File: config.mk
export PLATFORM = sky130hd
export DESIGN_NAME = johnson_monitor
export DESIGN_NICKNAME = d
export VERILOG_FILES = /design/src/rtl/johnson_monitor.sv
export SDC_FILE = /design/constraint.sdc
export NUM_CORES = 1
export LEC_CHECK = 0
export ABC_AREA = 0
export BUFFER_PORTS_ARGS = -buffer_cell sky130_fd_sc_hd__buf_2
export CORE_ASPECT_RATIO = 0.75
export CORE_UTILIZATION = 55
export DETAILED_ROUTE_END_ITERATION = 7
export PLACE_DENSITY = 0.78
export SLEW_MARGIN = 20
export SYNTH_ARGS = -nofsm -noshare
export SYNTH_HDL_FRONTEND = slang
export SYNTH_SLANG_ARGS = --single-unit
File: constraint.sdc
create_clock -name clock -period 3 [get_ports clock]
set_input_delay 0.6 -clock clock [delete_from_list [all_inputs] [get_ports clock]]
set_output_delay 0.6 -clock clock [all_outputs]
set_load 0.02 [all_outputs]
File: src/rtl/johnson_monitor.sv
// johnson_monitor: Johnson code decoder and sequence checker with saturating error count and sticky alarm; `JOHNSON_MON_STALL_EN` accepts repeated indices
module johnson_monitor #(
  parameter int WIDTH        = 4,
  parameter int ERR_W        = 8,
  parameter int ALARM_THRESH = 3
) (
  input  logic                       clock,
  input  logic                       reset,
  input  logic                       in_valid,
  input  logic [WIDTH-1:0]           counter_state,
  output logic [$clog2(2*WIDTH)-1:0] count,
  output logic                       count_valid,
  output logic                       illegal_state,
  output logic                       seq_error,
  output logic [ERR_W-1:0]           err_count,
  output logic                       locked,
  output logic                       alarm
);
  localparam int CW = $clog2(2*WIDTH);
  localparam int N  = 2*WIDTH;
  typedef enum logic [1:0] {UNLOCKED, LOCKED, ALARM} state_t;
  state_t           state_q, state_d;
  logic             track_q, track_d;
  logic [CW-1:0]    count_q, count_d, idx, succ;
  logic             cv_q, cv_d, ill_q, ill_d, seq_q, seq_d, locked_q, locked_d, alarm_q, alarm_d;
  logic [ERR_W-1:0] err_q, err_d;
  logic [WIDTH-1:0] x;
  logic [CW:0]      pop;
  logic             legal, stall_ok, ill, seq_bad, raise;
  // Folding the MSB=1 half onto the MSB=0 half leaves one shape to test: 0..01..1
  always_comb begin
    x = counter_state[WIDTH-1] ? ~counter_state : counter_state;
    legal = (x & (x + 1'b1)) == '0;
    pop = '0;
    for (int i = 0; i < WIDTH; i++) pop = pop + (CW+1)'(counter_state[i]);
    idx = counter_state[WIDTH-1] ? CW'(N - int'(pop)) : CW'(pop);
    succ = count_q == CW'(N-1) ? '0 : count_q + CW'(1);
  end
`ifdef JOHNSON_MON_STALL_EN
  assign stall_ok = idx == count_q;
`else
  assign stall_ok = 1'b0;
`endif
  // track_q: a previous index exists to check against, kept separately so ALARM still checks sequence
  always_comb begin
    ill = in_valid && !legal;
    seq_bad = in_valid && legal && track_q && !(idx == succ || idx == '0 || stall_ok);
    err_d = (ill || seq_bad) && err_q != '1 ? err_q + 1'b1 : err_q;
    raise = (ill || seq_bad) && err_d >= ERR_W'(ALARM_THRESH);
    track_d = in_valid ? legal : track_q;
    state_d = state_q == ALARM || raise ? ALARM : track_d ? LOCKED : UNLOCKED;
  end
  always_comb begin
    count_d = in_valid && legal ? idx : count_q;
    cv_d = in_valid && legal;
    ill_d = ill;
    seq_d = seq_bad;
    locked_d = state_d != UNLOCKED;
    alarm_d = state_d == ALARM;
  end
  always_ff @(posedge clock or posedge reset) begin
    if (reset) begin
      state_q <= UNLOCKED;
      track_q <= 1'b0;
      count_q <= '0;
      cv_q <= 1'b0;
      ill_q <= 1'b0;
      seq_q <= 1'b0;
      err_q <= '0;
      locked_q <= 1'b0;
      alarm_q <= 1'b0;
    end else begin
      state_q <= state_d;
      track_q <= track_d;
      count_q <= count_d;
      cv_q <= cv_d;
      ill_q <= ill_d;
      seq_q <= seq_d;
      err_q <= err_d;
      locked_q <= locked_d;
      alarm_q <= alarm_d;
    end
  end
  assign count = count_q;
  assign count_valid = cv_q;
  assign illegal_state = ill_q;
  assign seq_error = seq_q;
  assign err_count = err_q;
  assign locked = locked_q;
  assign alarm = alarm_q;
endmodule

# Word level (Yosys, flattened, before mapping)
# Index checks and enable logic that the tools add are counted.
[word_totals]
ff_bits = 19
in_bits = 7
out_inout_bits = 16
wordCells = 45
[classes]
bitwise_logic = 2
muxes = 7
eq_ne = 5
reduce_logical = 14
n_addsub = 7
n_lt_le_gt_ge = 1
[op_table]
columns = ["op", "count"]
rows = [
  ["$add A8 B1 Y8 const B", 1],
  ["$ge A8 B2 Y1 const B", 1],
  ["$mux W8", 1],
  ["$ne A8 B8 Y1 const B", 1],
  ["$logic_and A1 B1 Y1", 6],
  ["$mux W3", 2],
  ["$add A4 B1 Y4 const B", 1],
  ["$and A4 B4 Y4", 1],
  ["$eq A2 B2 Y1 const B", 2],
  ["$logic_not A4 Y1", 1],
  ["$mux W4", 1],
  ["$not A4 Y4", 1],
  ["$add A2 B1 Y3", 1],
  ["$add A3 B1 Y3", 1],
  ["$add A3 B1 Y3 const B", 1],
  ["$eq A3 B3 Y1", 1],
  ["$eq A3 B3 Y1 const B", 1],
  ["$logic_not A3 Y1", 1],
  ["$logic_or A1 B1 Y1", 3],
  ["$sub A1 B3 Y3 const A", 1],
  ["$add A1 B1 Y2", 1],
  ["$logic_not A1 Y1", 2],
  ["$mux W1", 2],
  ["$mux W2", 1],
  ["$reduce_bool A2 Y1", 1],
]

# Longest topological paths before layout
# Gate-level depths: netlist of the first run.
[logic_depth]
ltp_word = 17
mapped_depth = 12
mapped_depth_nobuf = 12

# Least setup slack after synthesis of the first run
# No wires, ideal clock.
[synth_timing]
kind = "input to register"
from = "input counter_state[0]"
to = "register alarm_q (netlist: alarm)"
setup_slack_ns = -0.484
t_required_ns = 2.874
path_buffers = 0
arrival_ns = 3.358
stages = 12
setup_ns = 0.126
cell_sequence = "inv_1 fa_1 inv_1 ha_1 ha_1 o21ai_0 xor3_2 o31a_1 o21a_2 o31ai_4 o21ai_2 o32a_1"
[synth_between]
elab_chain_cells = 17
word_cells_on_any_way = 29
classes_between = "add/sub: 5; order compare: 1; eq/ne: 2; mux: 6; bitwise: 2; reduce/logical: 13"
[synth_lines]
columns = ["element", "line_no", "text"]
rows = [
  ["from (decl)", "10", "input logic [WIDTH-1:0] counter_state,"],
  ["$add A1 B1 Y2", "35", "for (int i = 0; i < WIDTH; i++) pop = pop + (CW+1)'(counter_state[i]);"],
  ["$add A2 B1 Y3", "35", ""],
  ["$add A3 B1 Y3", "35", ""],
  ["$sub A1 B3 Y3", "36", "idx = counter_state[WIDTH-1] ? CW'(N - int'(pop)) : CW'(pop);"],
  ["$mux W3", "36", ""],
  ["$eq A3 B3 Y1 or $logic_not A3 Y1 (tied branches)", "47", "seq_bad = in_valid && legal && track_q && !(idx == succ || idx == '0 || stall_ok);"],
  ["$logic_or A1 B1 Y1", "47", ""],
  ["$logic_not A1 Y1", "47", ""],
  ["[... 2 more ...]", "--", ""],
  ["$logic_and A1 B1 Y1", "48", "err_d = (ill || seq_bad) && err_q != '1 ? err_q + 1'b1 : err_q;"],
  ["$mux W8", "48", ""],
  ["$ge A8 B2 Y1", "49", "raise = (ill || seq_bad) && err_d >= ERR_W'(ALARM_THRESH);"],
  ["$logic_and A1 B1 Y1", "49", ""],
  ["$logic_or A1 B1 Y1", "51", "state_d = state_q == ALARM || raise ? ALARM : track_d ? LOCKED : UNLOCKED;"],
  ["$mux W2 (*)", "51", ""],
  ["$eq A2 B2 Y1 (*)", "59", "alarm_d = state_d == ALARM;"],
  ["net alarm_d", "25", "logic cv_q, cv_d, ill_q, ill_d, seq_q, seq_d, locked_q, locked_d, alarm_q, alarm_d;"],
  ["to (signal assigned)", "81", "alarm_q <= alarm_d;"],
  ["to (decl)", "25", ""],
]
# The timed path passes the listed nets; every way through them passes the cells marked *.
# A chain may end at the register's enable or synchronous reset.

# Worst setup path after layout of the first run
[layout_timing]
from = "input counter_state[1]"
to = "register state_q[1]"
[layout_between]
elab_chain_cells = 16
word_cells_on_any_way = 26
classes_between = "add/sub: 5; order compare: 1; eq/ne: 1; mux: 4; bitwise: 2; reduce/logical: 13"
[layout_lines]
columns = ["element", "line_no", "text"]
rows = [
  ["$add A1 B1 Y2", "35", ""],
  ["$add A2 B1 Y3", "35", ""],
  ["$add A3 B1 Y3", "35", ""],
  ["$sub A1 B3 Y3", "36", ""],
  ["$mux W3", "36", ""],
  ["$eq A3 B3 Y1 or $logic_not A3 Y1 (tied branches)", "47", ""],
  ["$logic_or A1 B1 Y1", "47", ""],
  ["$logic_not A1 Y1", "47", ""],
  ["$logic_and A1 B1 Y1", "47", ""],
  ["$logic_or A1 B1 Y1 (*)", "48, 49", ""],
  ["$logic_and A1 B1 Y1", "48", ""],
  ["$mux W8", "48", ""],
  ["$ge A8 B2 Y1", "49", ""],
  ["$logic_and A1 B1 Y1 (*)", "49", ""],
  ["$logic_or A1 B1 Y1 (*)", "51", ""],
  ["$mux W2 (*)", "51", ""],
  ["net state_d[1]", "22", "state_t state_q, state_d;"],
  ["to (signal assigned)", "73", "state_q <= state_d;"],
  ["to (decl)", "22", ""],
]
# Marks and branches as above.

==> results of run 1 <==
==> metrics by stage <==
step	cell area (sq um)	total power [mW]	TNS [ns]	cells	setup slack [ns]
after floorplan	1380	0.966	-1.24	142	-0.349
after global placement	1650	1.20	-4.89	212	-0.627
after detailed placement	1650	1.23	-6.17	212	-0.762
after CTS	1760	1.40	-0.859	221	-0.211
after global routing	1810	1.58	-2.02	221	-0.381
final	1810	1.49	-1.43	221	-0.303
==> worst min path at each step <==
stage / end / slack [ns]
floorplan: alarm / 0.55
global placement: count[1] / 0.49
detailed placement: count[1] / 0.50
CTS: err_count[2] / 0.42
global route: count[1] / 0.47
finish: err_count[2] / 0.41
==> final cells by class <==
| cell class | instances | area (sq um) |
|---|---|---|
| clock buffer | 4 | 26.3 |
| tap | 34 | 42.5 |
| multi-input combinational | 107 | 902 |
| timing repair buffer | 45 | 310 |
| fill | 156 | 497 |
| sequential | 19 | 475 |
| inverter | 12 | 55.1 |
==> repair_timing <==
item / 4_1_cts / 5_1_grt
gates resized for setup: 12 / 13
setup buffers: 5 / 0
setup endpoints to repair: 10 / 11
pin swaps: 13 / 9
==> worst max-delay path: cells and delay by family <==
family / cells / cell delay (ns)
fa+ha+maj: 3 / 0.96
simple gates: 1 / 0.07
xor+xnor: 1 / 0.25
compound gates: 5 / 1.43
buf+inv: 3 / 0.16
==> layer usage <==
metal | GRT usage (%) | vias up | part of all wire [%]
met5 | 0 | - | 0
met4 | 14.3 | 0 | 1.7
met3 | 6.02 | 8 | 5.6
met2 | 47.9 | 46 | 49
met1 | 40.5 | 651 | 44
li1 | - | 609 | -
==> kinds of logic (layout without fill, tap and decap cells) <==
group,after synthesis,in the layout,synth area share (%)
AND/OR/NAND/NOR,54,54,22.1
AO/OA/AOI/OAI,38,38,22.9
flip-flops,19,19,35.1
buffers and inverters,16,61,5.26
adder cells (fa/ha/maj),6,6,6.09
XOR/XNOR,6,6,6.19
multiplexers,3,3,2.40
==> cells in the mapped netlist (2+ instances only) <==
cell and number:
and3_1 2, o32a_1 3, a21oi_1 8, inv_1 12, nand3_1 8, mux2_2 2, o21ai_2 2, a211oi_1 5
o21a_2 2, o2111ai_1 2, dfrtp_1 19, nor2_1 9, nand2b_1 4, clkbuf_1 2, ha_1 5, xor2_1 3
nand2_1 12, nor3_1 3, o21ai_0 3, nand4_1 2
==> power by group <==
group / switching [mW] / internal (mW)
sequential: 0.112 / 0.340
clock: 0.0742 / 0.0517
combinational: 0.481 / 0.429
total: 0.667 / 0.821
==> run summary, run 1 <==
Status - complete, but fails checks
Failing checks - setup timing
Synth Cell Area - 0.00136 sq mm
Die footprint - 0.00267 sq mm
Dominant synthesized flop cell - dfrtp_1
Synth Instances - 142
Nets - 201
CORE AREA - 0.00231 sq mm
DRC violations left - 0
Via density - 5.95
First-pass GRT wire length - 5740 um
I/O Buffers - 22
P&R area growth vs syn - 33.7%
Power Dens Cells - 822 mW/mm^2
Final wirelength - 3600 um
LEAKAGE - 0.865 nW
Worst min-delay path class - input pin to asynchronous set/reset pin
Yosys warns - 0
Fin crit period - 3.30 ns
CTS H-tree lvls - 1
Hold buffers post-CTS - 0
Most frequent cells in the layout - buf_4, buf_2, dfrtp_1
Critical path's largest stage delay - 0.52 ns
Post-DRT Antenna Nets - 0
Worst reg2reg path depth - 8
Unique masters post-synth - 54
FF-to-FF setup slack - 0.15 ns
Initial Util - 58.7%
Commonest non-fill, non-tap cell in the layout - buf_4
Syn Area/Cell - 9.54 sq um
Fin crit share - 110%
Final worst setup slack - -0.303 ns
Max VDD drop - 0.000622 V
Ports - 23
CTS tree - done
Slew margin rel. - 51.6%
Final setup skew - 0.00882 ns
Latest clock arrival within the worst-skew pair - 0.29 ns
Number of synthesized register bits - 19
Largest register FFs - 8
Clk sink count - 19
Final setup vio count - 9
Die Wd - 59.3 um
Critical-path cell list - buf_8, inv_4, fa_1, inv_1, ha_2, ha_4, xor3_1, nor4b_4, o31a_1, o21a_2, o31ai_4, o21ai_2, o32a_1
Crit path capture type - flop
Layout cells sized above 1 - 44.9%
Initial DRC Count - 101
Vias - 1314
Slew @ Worst Pin - 0.725 ns
Seq/Total Area, Yosys - 35.1%
Max Freq - 303 MHz
Clock buffer depth - 2
Ranking of synthesized cells by area - dfrtp_1, ha_1, inv_1
Final Hold Fails - 0
CTS Buf Count - 3
Maxcap violations - 0
Unrepaired setup endpoints after global routing - yes
Crit path arrival time - 3.48 ns
DR pass1 iterations - 5
Root Buffer - clkbuf_4
Async SR Flop Fraction - 100%
Largest net degree at the start of global routing - 20
Startpoint Class - input pin
CP Launch Point - counter_state[1]
R2R Path Start - count[0]
Critical path class - input pin to flop
Routability congestion estimate - 0.853
Antenna violations before repair - 0
Gr usage total - 30.3%
Max FO, Critical Path - 5
Number of global-route vias before repair - 1228
ANT cells - 0
Critical Path RT - 3.18 ns
Utilization after layout - 78.5%
Yosys top cell area share - 35.1%
Syn_nets - 155
CP max-delay cell - fa_1
Die Y - 45.0 um
Grt ovf - 0
Max Transition Viols Final - 0
Row count - 15
Worst hold slack - 0.408 ns
Number of synthesized flops with an enable pin - 0
DR WL/cell - 16.3 um
Reg-to-reg critical path endpoint - state_q[1]
Reg clk slew, reported paths - 0.11 ns
Leading area contributor after synthesis - dfrtp_1
HPWL after DPL - 2470 um
CP endpoint - state_q[1]
No activity file was read; power rests on OpenSTA's default activity.
==> run 2: changes to the inputs <==
Settings changed: BUFFER_PORTS_ARGS -buffer_cell sky130_fd_sc_hd__buf_2 to -buffer_cell sky130_fd_sc_hd__buf_4, CORE_MARGIN from default to 1.5.
==> run summary, run 2 (synthesized netlist as in run 1, its figures left out) <==
Status - complete, but fails checks
Failing checks - setup timing
Critical-path cell list - buf_8, inv_4, fa_1, inv_2, ha_4, ha_4, xor3_1, nor4b_4, o31a_1, o21ai_2, a21oi_2, o21ai_2, o32a_1
CTS tree - done
Die Wd - 60.3 um
Post-DRT Antenna Nets - 0
Clock buffer depth - 2
Final worst setup slack - -0.292 ns
Clk sink count - 19
Multi-input logic area - 892 sq um
First-pass GRT wire length - 5590 um
Initial DRC Count - 113
Clock power frac - 8.3%
Logic pwr share - 62.5%
Critical Path RT - 3.19 ns
Number of global-route vias before repair - 1216
Unrepaired setup endpoints after global routing - yes
Fin crit period - 3.29 ns
Setup total negative slack - -1.92 ns
Reg clk slew, reported paths - 0.10 ns
CTS H-tree lvls - 1
Die footprint - 0.00277 sq mm
Gr usage total - 28.0%
Switching share of power - 43.5%
DRC violations left - 0
Startpoint Class - input pin
Vias - 1330
Reg power frac - 29.2%
Worst hold slack - 0.411 ns
Largest net degree at the start of global routing - 20
Fin crit share - 110%
Final setup vio count - 11
Slew margin rel. - 52.4%
P&R area growth vs syn - 38.0%
Slew @ Worst Pin - 0.714 ns
Final instance area - 0.00187 sq mm
Critical path's largest stage delay - 0.54 ns
HPWL after DPL - 2540 um
Via density - 5.96
I/O Buffers - 22
Utilization after layout - 81.0%
# fillers - 140
Max VDD drop - 0.000606 V
Final wirelength - 3820 um
Critical path class - input pin to flop
CORE AREA - 0.00231 sq mm
Pre-CTS setup slack - -0.641 ns
Worst reg2reg path depth - 8
CP max-delay cell - fa_1
DR pass1 iterations - 5
Antenna violations before repair - 0
Final setup skew - 0.00118 ns
Layout cells sized above 1 - 44.4%
Row count - 15
Post-place instance area - 0.00171 sq mm
Final Hold Fails - 0
Initial Util - 58.7%
Maxcap violations - 0
Crit path arrival time - 3.48 ns
Die Y - 46.0 um
Root Buffer - clkbuf_4
Max Freq - 304 MHz
Crit path capture type - flop
Worst min-delay path class - input pin to asynchronous set/reset pin
Commonest non-fill, non-tap cell in the layout - buf_4
DR WL/cell - 17.1 um
Grt ovf - 0
Switching power - 672 uW
Int Power - 874 uW
Largest register FFs - 8
Max Transition Viols Final - 0
ANT cells - 0
Power Dens Cells - 827 mW/mm^2
Nets - 203
Ports - 23
LEAKAGE - 0.870 nW
CTS Buf Count - 3
Most frequent cells in the layout - buf_4, dfrtp_1, nand2_1
Register area - 475 sq um
Max FO, Critical Path - 5
Latest clock arrival within the worst-skew pair - 0.30 ns
Routability congestion estimate - 0.826
run 2: changes by cell type in the layout (fill, tap and decap cells not counted), moves of 2 or more:
cell       previous run  this run
buf_6                 2         5
buf_2                20         0
o2111ai_2             2         0
buf_4                21        41
run 2: final cells by class:
class | instances | area share [%]
inverters | 12 | 2.94
multi-input cells | 107 | 47.7
repair buffers | 47 | 20.3
well taps | 34 | 2.27
clock buffers | 4 | 1.40
flip-flops and latches | 19 | 25.4
run 2: worst max-delay path, delay by kind of cell:
kind | cells | cell delay, ns
XOR/XNOR | 1 | 0.26
AO/OA/AOI/OAI | 5 | 1.15
AND/OR/NAND/NOR | 1 | 0.33
buffers and inverters | 3 | 0.16
adder cells (fa/ha/maj) | 3 | 0.98
run 2: routing by layer:
| layer | wire length (um) | share of wire, % | GRT usage, % | up-vias |
|---|---|---|---|---|
| li1 | - | - | - | 618 |
| met1 | 1640 | 43 | 38.6 | 644 |
| met2 | 1870 | 49 | 44.6 | 61 |
| met3 | 252 | 6.6 | 5.40 | 7 |
| met4 | 58 | 1.5 | 9.33 | 0 |
| met5 | 0 | 0 | 0 | - |
run 2: stage by stage:
stage	power [mW]	cells
final	1.55	223
after global routing	1.63	223
after CTS	1.44	224
after detailed placement	1.27	213
after global placement	1.25	213
after floorplan	0.966	142
run 2: what timing repair did:
| item | 4_1_cts | 5_1_grt |
|---|---|---|
| resized for setup | 11 | 15 |
| endpoints found under the setup margin | 11 | 12 |
| hold buffers | 0 | 0 |
| setup buffers | 7 | 3 |
| pin swaps | 14 | 12 |
run 2: power groups by stage:
stage | clock network (mW) | logic (mW) | registers (mW)
after floorplan | 0 | 0.463 | 0.503
after global placement | 0 | 0.802 | 0.443
after detailed placement | 0 | 0.827 | 0.447
after CTS | 0.132 | 0.866 | 0.443
after global routing | 0.140 | 1.03 | 0.466
final | 0.128 | 0.966 | 0.452
run 2: final timing paths:
kind	end	slack [ns]	startpoint
max	alarm	-0.29	counter_state[3]
min	count[0]	0.41	reset
max reg2reg	alarm	0.14	count[0]
min reg2reg	count[1]	0.53	count[1]
max in group asynchronous	err_count[6]	2.14	reset
min in group clock	count[1]	0.53	count[1]
==> run 3: changes to the inputs <==
Settings changed: BUFFER_PORTS_ARGS -buffer_cell sky130_fd_sc_hd__buf_4 to -buffer_cell sky130_fd_sc_hd__buf_2.
==> run summary, run 3 (synthesized netlist as in run 1, its figures left out) <==
Critical Path RT - 3.19 ns
CP max-delay cell - fa_1
Clk sink count - 19
Reg clk slew, reported paths - 0.10 ns
Clock power frac - 8.9%
Ports - 23
Final setup vio count - 9
Critical path's largest stage delay - 0.53 ns
Vias - 1331
Maxcap violations - 0
P&R area growth vs syn - 34.3%
Largest net degree at the start of global routing - 20
Status - complete, but fails checks
Largest delay share family, worst path - compound AO/OA/AOI/OAI gates
Final wirelength - 3700 um
Nets - 204
ANT cells - 0
Reg power frac - 30.8%
Post-DRT Antenna Nets - 0
CTS tree - done
First-pass GRT wire length - 5480 um
Critical-path cell list - buf_8, inv_4, fa_1, inv_1, ha_2, ha_4, xor3_1, nor4b_4, o31a_1, o21a_2, o31ai_4, o21ai_2, o32a_1
Int Power - 817 uW
Number of buffer and inverter stages on the critical path - 3
Antenna violations before repair - 0
Layout cells sized above 1 - 44.7%
Latest clock arrival within the worst-skew pair - 0.29 ns
Row count - 15
Commonest non-fill, non-tap cell in the layout - buf_4
Slew margin rel. - 52.6%
CTS Buf Count - 3
Die Wd - 60.3 um
Max Transition Viols Final - 0
Final worst setup slack - -0.324 ns
CP Launch Point - counter_state[1]
Initial Util - 58.7%
Final Hold Fails - 0
Most frequent cells in the layout - buf_4, buf_2, dfrtp_1
DRC violations left - 0
Die footprint - 0.00277 sq mm
Failing checks - setup timing
Worst hold slack - 0.400 ns
Fin crit period - 3.32 ns
Startpoint Class - input pin
Logic pwr share - 60.4%
Initial DRC Count - 177
Root Buffer - clkbuf_4
Max VDD drop - 0.000579 V
LEAKAGE - 0.861 nW
R2R Path Start - count[0]
Slew @ Worst Pin - 0.710 ns
Fin crit share - 111%
Utilization after layout - 78.8%
Largest register FFs - 8
Gr usage total - 27.6%
DR pass1 iterations - 4
CORE AREA - 0.00231 sq mm
Via density - 5.94
Max FO, Critical Path - 5
CTS H-tree lvls - 1
Unrepaired setup endpoints after global routing - yes
Final setup skew - 0.00140 ns
Routability congestion estimate - 0.877
Crit path capture type - flop
DR WL/cell - 16.5 um
Number of global-route vias before repair - 1206
Clock buffer depth - 2
Max Freq - 301 MHz
Switching share of power - 44.4%
Switching power - 651 uW
Power Dens Cells - 807 mW/mm^2
Critical path class - input pin to flop
I/O Buffers - 22
Worst min-delay path class - input pin to asynchronous set/reset pin
Crit path arrival time - 3.51 ns
Die Y - 46.0 um
HPWL after DPL - 2550 um
Grt ovf - 0
Hold buffers post-CTS - 0
[run 3: cell count changes in the layout (fill, tap and decap cells not counted), moves of 2 or more]
cell | previous run | this run
o2111ai_2 | 0 | 2
buf_6 | 5 | 2
buf_2 | 0 | 20
buf_4 | 41 | 24
[run 3: final cells by class]
type | instances | area, sq um
timing repair buffer | 48 | 333
fill | 150 | 489
clock buffer | 4 | 26.3
multi-input combinational | 107 | 887
inverter | 12 | 55.1
sequential | 19 | 475
tap | 34 | 42.5
[run 3: per-stage QoR]
step           TNS, ns  cell area [sq um]  std cells  power [mW]  setup slack [ns]
6_report         -1.50               1820        224        1.47            -0.324
5_1_grt          -2.08               1820        224        1.56            -0.377
4_1_cts          -1.08               1800        225        1.40            -0.252
3_5_place_dp     -5.61               1650        213        1.23            -0.687
3_3_place_gp     -4.69               1650        213        1.20            -0.590
2_1_floorplan    -1.24               1380        142       0.966            -0.349
[run 3: power groups by stage]
| stage | clock, mW | combinational (mW) | sequential [mW] |
|---|---|---|---|
| 6_report | 0.130 | 0.886 | 0.452 |
| 5_1_grt | 0.139 | 0.953 | 0.464 |
| 4_1_cts | 0.131 | 0.832 | 0.440 |
| 3_5_place_dp | 0 | 0.785 | 0.443 |
| 3_3_place_gp | 0 | 0.759 | 0.439 |
| 2_1_floorplan | 0 | 0.463 | 0.503 |
[run 3: timing repair]
| item | CTS | global route |
|---|---|---|
| endpoints found under the setup margin | 11 | 12 |
| buffers inserted | 8 | 4 |
| gates resized for setup | 15 | 11 |
| pin swaps | 11 | 9 |
| hold endpoints to repair | 0 | 0 |
[run 3: final timing paths]
kind | depth (start not counted) | endpoint | slack [ns]
min in group clock | 2 | count[1] | 0.52
max in group asynchronous | 2 | err_count[7] | 2.16
setup reg to reg | 8 | state_q[1] | 0.16
hold reg to reg | 2 | count[1] | 0.52
setup / recovery | 13 | state_q[1] | -0.32
hold / removal | 2 | track_q | 0.40
[run 3: layer usage]
layer / share of wire [%] / routed length [um] / track usage, % / vias to the layer above
met1: 44 / 1640 / 39.4 / 645
met3: 7.2 / 267 / 4.55 / 4
met2: 48 / 1770 / 43.5 / 62
li1: - / - / - / 620
met4: 0.62 / 23 / 7.56 / 0
met5: 0 / 0 / 0 / -
